==> src/rtl/regfile_wb_ctrl.sv <==
// Write-side controller for the 16x32 register file: merges queued writebacks
// with interrupt context saves (PC -> PC_REG, flags -> FLAG_REG) onto one write port.
module regfile_wb_ctrl #(
   parameter int unsigned DEPTH    = 2,
   parameter logic [3:0]  PC_REG   = 4'd12,
   parameter logic [3:0]  FLAG_REG = 4'd13
) (
   input  logic        clk,
   input  logic        rst,
   input  logic        wb_valid,
   output logic        wb_ready,
   input  logic [3:0]  wb_rd,
   input  logic [31:0] wb_data,
   input  logic        interrupt,
   input  logic [31:0] pc,
   input  logic [1:0]  flags_in,
   output logic        isWb,
   output logic [3:0]  rd_ra,
   output logic [31:0] data,
   output logic        irq_ack,
   output logic        busy
);

   localparam int unsigned AW = $clog2(DEPTH);
   localparam int unsigned CW = AW + 1;

   typedef struct packed {
      logic [3:0]  rd;
      logic [31:0] data;
   } wb_req_t;

   typedef enum logic [1:0] {
      IDLE       = 2'd0,
      SAVE_PC    = 2'd1,
      SAVE_FLAGS = 2'd2,
      ACK        = 2'd3
   } state_t;

   // Writeback FIFO
   wb_req_t       mem [DEPTH];
   wb_req_t       head;
   logic [AW-1:0] wr_ptr;
   logic [AW-1:0] rd_ptr;
   logic [CW-1:0] count;
   logic          full;
   logic          empty;
   logic          push;
   logic          pop;

   // FSM and interrupt capture
   state_t        state;
   state_t        state_n;
   logic          irq_prev;
   logic          irq_pend;
   logic          irq_pend_n;
   logic          irq_take;
   logic [31:0]   save_pc;
   logic [1:0]    save_flags;

   logic          is_wb_n;
   logic [3:0]    rd_ra_n;
   logic [31:0]   data_n;
   logic          irq_ack_n;

   assign full     = (count == CW'(DEPTH));
   assign empty    = (count == '0);
   assign wb_ready = !full;
   assign push     = wb_valid && !full;
   assign head     = mem[rd_ptr];
   assign busy     = !empty || (state != IDLE);

   // New interrupt accepted only with nothing outstanding and the FSM idle
   assign irq_take = interrupt && !irq_prev && !irq_pend && (state == IDLE);

   // FIFO storage needs no reset; validity is tracked by count
   always_ff @(posedge clk) begin
      if (push) begin
         mem[wr_ptr] <= '{rd: wb_rd, data: wb_data};
      end
   end

   always_ff @(posedge clk or posedge rst) begin
      if (rst) begin
         wr_ptr <= '0;
         rd_ptr <= '0;
         count  <= '0;
      end else begin
         if (push) begin
            wr_ptr <= wr_ptr + AW'(1);
         end
         if (pop) begin
            rd_ptr <= rd_ptr + AW'(1);
         end
         case ({push, pop})
            2'b10:   count <= count + CW'(1);
            2'b01:   count <= count - CW'(1);
            default: count <= count;
         endcase
      end
   end

   always_ff @(posedge clk or posedge rst) begin
      if (rst) begin
         irq_prev   <= 1'b0;
         save_pc    <= '0;
         save_flags <= '0;
      end else begin
         irq_prev <= interrupt;
         if (irq_take) begin
            save_pc    <= pc;
            save_flags <= flags_in;
         end
      end
   end

   // State and registered write-port outputs
   always_ff @(posedge clk or posedge rst) begin
      if (rst) begin
         state    <= IDLE;
         irq_pend <= 1'b0;
         isWb     <= 1'b0;
         rd_ra    <= '0;
         data     <= '0;
         irq_ack  <= 1'b0;
      end else begin
         state    <= state_n;
         irq_pend <= irq_pend_n;
         isWb     <= is_wb_n;
         rd_ra    <= rd_ra_n;
         data     <= data_n;
         irq_ack  <= irq_ack_n;
      end
   end

   // Pending interrupt beats the FIFO head; pops stall for the whole save
   always_comb begin
      state_n    = state;
      irq_pend_n = irq_pend;
      is_wb_n    = 1'b0;
      rd_ra_n    = rd_ra;
      data_n     = data;
      irq_ack_n  = 1'b0;
      pop        = 1'b0;

      if (irq_take) begin
         irq_pend_n = 1'b1;
      end

      case (state)
         IDLE: begin
            if (irq_pend) begin
               state_n    = SAVE_PC;
               irq_pend_n = 1'b0;
               is_wb_n    = 1'b1;
               rd_ra_n    = PC_REG;
               data_n     = save_pc;
            end else if (!empty) begin
               pop     = 1'b1;
               is_wb_n = 1'b1;
               rd_ra_n = head.rd;
               data_n  = head.data;
            end
         end
         SAVE_PC: begin
            state_n = SAVE_FLAGS;
            is_wb_n = 1'b1;
            rd_ra_n = FLAG_REG;
            data_n  = {30'b0, save_flags};
         end
         SAVE_FLAGS: begin
            state_n   = ACK;
            irq_ack_n = 1'b1;
         end
         ACK: begin
            state_n = IDLE;
         end
         default: begin
            state_n = IDLE;
         end
      endcase
   end

endmodule
==> config.mk <==
export PLATFORM = sky130hd
export DESIGN_NAME = regfile_wb_ctrl
export DESIGN_NICKNAME = d
export VERILOG_FILES = /design/src/rtl/regfile_wb_ctrl.sv
export SDC_FILE = /design/constraint.sdc
export NUM_CORES = 1
export LEC_CHECK = 0
export ABC_AREA = 1
export CAP_MARGIN = 20
export CORE_UTILIZATION = 47
export DETAILED_ROUTE_END_ITERATION = 6
export PLACE_DENSITY_LB_ADDON = 0.12
export SLEW_MARGIN = 20
export SYNTH_ARGS = -nofsm -noshare
export SYNTH_HDL_FRONTEND = slang
export SYNTH_SLANG_ARGS = --single-unit
==> constraint.sdc <==
create_clock -name clk -period 2.6 [get_ports clk]
set_clock_uncertainty 0.15 [all_clocks]
set_input_delay 0.39 -clock clk [delete_from_list [all_inputs] [get_ports clk]]
set_output_delay 0.39 -clock clk [all_outputs]
set_load 0.01 [all_outputs]
==> metrics.md <==
| Metric | Value |
|---|---|
| Worst R2R Start | `state[1]$_DFFE_PP0P_` |
| Ant. Diodes | `0` |
| Simple-gate share of the synthesized area | `0.231` |
| Capture point of the critical path | `busy` |
| CP Data Arrival Time | `1.76 ns` |
| Post-placement cell area | `7590 sq um` |
| Syn_nets | `733` |
| Pwr dens | `1160 nW/um^2` |
| Largest family of logic cells by synthesized area | `simple AND/OR/NAND/NOR gates` |
| Synth area leader | `edfxtp_1` |
| Final non-filler cell area | `8150 sq um` |
| Final setup viols | `0` |
| Yosys warns | `0` |
| Max-cap viol count | `0` |
| R2r setup slk | `0.53 ns` |
| Clock sink count | `152` |
| Most used DFF post-synth | `dfrtp_1` |
| Die span in x | `117 um` |
| Vias per cell | `4.84` |
| Die Ht | `117 um` |
| Synth async-reset ratio | `0.526` |
| Drt first pass iters | `5` |
| Synth-to-layout area growth | `30.1%` |
| Number of synthesized flops with an enable pin | `72` |
| Synth Area in Compound Gates | `0.0327` |
| Row cnt | `41` |
| Largest net degree at the start of global routing | `62` |
| Final Cycle Share | `0.885` |
| Setup crit start kind | `flop` |
| Flops & latches, synth | `152` |
| DR vias | `4,607` |
| Die area | `13,800 sq um` |
| Post-synth cell types | `23` |
| Iteration-0 DRC Markers | `378` |
| Worst-path clk slew | `0.06 ns` |
| Routed WL | `13,900 um` |
| CTS root buffer | `clkbuf_16` |
| Total Routing Usage GR | `0.215` |
| Max Fclk | `435 MHz` |
| CTS resizes | `0` |
| Area share of the largest cell type after synthesis | `0.345` |
| Routed Antenna Nets | `0` |
| Initial antenna violation count | `0` |
| Status | `finished clean` |
| Gr ovfl total | `0` |
| Post-Syn Area | `6270 sq um` |
| I/O Pins | `114` |
| Worst path cell trace | `inv_1 > ha_1 > nand2_1 > clkdlybuf4s50_1` |
| CTS tree | `done` |
| Worst setup path start | `state[0]$_DFFE_PP0P_` |
| H-Tree Depth | `4` |
| Levels on crit path | `4` |
| Unrepaired setup endpoints after global routing | `no` |
| CTS max path bufs | `2` |
| Max stage delay on crit path | `0.54 ns` |
| Synth top area cells | `edfxtp_1 35%, dfrtp_1 32%, nand2_1 19%, nand3_1 3.3%, inv_1 3.0%` |
| First-pass GRT wire length | `23,000 um` |
| Post-Synth Adder-Cell Area | `0.00799` |
| Setup Fix Bufs, Post-CTS | `0` |
| Hold Path Class | `in -> async` |
| Post-synthesis sequential area ratio | `0.665` |
| CP Max Fanout | `6` |
| Avg Inst Size Synth | `9.57 sq um` |
| Vias in the first global route | `4,514` |
| Worst-skew pair later-pin latency | `0.42 ns` |
| Placer Congestion | `0.876` |
| CP Buf/Inv Count | `2` |
| Final Power | `9420 uW` |
| Mux cell area share after synthesis | `0` |
| Share of layout cells above drive strength 1 | `0.0603` |
| Tmin final | `2.30 ns` |
| DRC violations left | `0` |
| Final Max Tran Viols | `0` |
| Setup TNS | `0 ns` |
| Leakage | `0.00386 uW` |
| R2R cell count | `8` |
| Rel. slew slack | `0.649` |
| Port bufs | `113` |
| Core Area | `12,800 sq um` |
| Required @ worst endpoint | `2.06 ns` |
| Util after Layout | `0.636` |
| Kind of cell adding the most delay to the critical path | `buffers and inverters` |
| Setup crit end kind | `primary output` |
| DP HPWL | `9450 um` |
| Final nets | `844` |
| Top-count cell post-synth | `nand2_1` |
| Reg2reg end | `data[0]$_DFFE_PP0P_` |
| Gate Count Post-Synth | `655` |
| Post-synth top cells | `316 x nand2_1, 80 x dfrtp_1, 72 x edfxtp_1, 50 x inv_1, 41 x nand3_1` |
| Hold Buf Count CTS | `0` |
| Initial Util | `0.489` |
| VDD IR-drop max | `0.000634 V` |
| Tightest Pin Transition | `0.527 ns` |
| Slowest-stage cell, CP | `clkdlybuf4s50_1` |
| WHS | `0.126 ns` |
| Final hold viol count | `0` |
| Avg WL per Cell | `14.6 um` |
| Inserted Clock Buffers | `17` |
| Synth Area in XOR/XNOR | `0.00419` |
| Setup CP Type | `reg -> out` |
[registers in the layout, indices dropped and copies added, names as in the netlist]
register and count:
count 2, rd_ptr 1, isWb 1, data 32, save_pc 32, mem 72, irq_pend 1, irq_prev 1
state 2, wr_ptr 1, save_flags 2, irq_ack 1, rd_ra 4
[how the worst min path moves through the flow]
stage / from / to / slack (ns) / depth (start not counted)
after floorplan: interrupt / irq_prev$_DFF_PP0_ / 0.27 / 0
after global placement: save_pc[11]$_DFFE_PP0P_ / save_pc[11]$_DFFE_PP0P_ / 0.32 / 2
after detailed placement: save_pc[12]$_DFFE_PP0P_ / save_pc[12]$_DFFE_PP0P_ / 0.32 / 2
after CTS: rst / data[17]$_DFFE_PP0P_ / 0.13 / 2
after global routing: rst / data[23]$_DFFE_PP0P_ / 0.15 / 2
final: rst / save_pc[23]$_DFFE_PP0P_ / 0.13 / 2
[per-stage QoR]
| step | setup WS [ns] | cells |
|---|---|---|
| CTS | 0.279 | 951 |
| floorplan | 0.00826 | 655 |
| finish | 0.300 | 951 |
| detailed placement | 0.583 | 919 |
| global route | 0.226 | 951 |
| global placement | 0.627 | 919 |
[logic make-up after synthesis]
| kind of cell | Yosys count |
|---|---|
| fa+ha+maj | 4 |
| simple gates | 369 |
| xor+xnor | 3 |
| flops | 152 |
| compound gates | 41 |
| buf+inv | 86 |
[metal layers]
layer | up-vias | track usage | routed length (um)
li1 | 2283 | - | -
met1 | 2163 | 0.319 | 6800
met2 | 139 | 0.309 | 6070
met3 | 22 | 0.0446 | 754
met4 | 0 | 0.0833 | 268
met5 | - | 0 | 0
[worst reg2reg max path, delay by kind of cell (launching register included)]
family	cells	cell delay, ns
buffers and inverters	3	0.57
adders and majority gates	1	0.28
and+or+nand+nor	4	0.59
DFF	1	0.36
[final cells by class]
| class | count | area [sq um] |
|---|---|---|
| Fill cell | 1052 | 4670 |
| Tap cell | 172 | 215 |
| Clock buffer | 19 | 433 |
| Timing Repair Buffer | 124 | 1250 |
| Multi-Input combinational cell | 417 | 1750 |
| Clock inverter | 13 | 135 |
| Sequential cell | 152 | 4160 |
| Inverter | 54 | 206 |
[power by group]
group / switching, uW / total (uW) / internal, uW
Sequential: 371 / 3730 / 3360
Combinational: 2060 / 3330 / 1260
Clock: 882 / 2360 / 1480
[cells in the final DEF (no fill, tap or decap), types with 2 or more instances in the layout]
cell type / Yosys / routed
a21oi_1: 4 / 4
buf_12: 0 / 3
buf_4: 4 / 8
bufinv_16: 0 / 3
clkbuf_1: 14 / 2
clkbuf_16: 0 / 17
clkdlybuf4s50_1: 0 / 113
clkinv_1: 1 / 5
clkinv_2: 0 / 7
dfrtp_1: 80 / 80
edfxtp_1: 72 / 72
ha_1: 4 / 4
inv_1: 50 / 49
inv_2: 2 / 2
nand2_1: 316 / 316
nand3_1: 41 / 41
nor2_1: 8 / 5
nor2_4: 0 / 2
o21ai_0: 32 / 32
o21ai_1: 5 / 5
xor2_1: 2 / 2
Note: power is estimated with default switching activity, not from simulation.
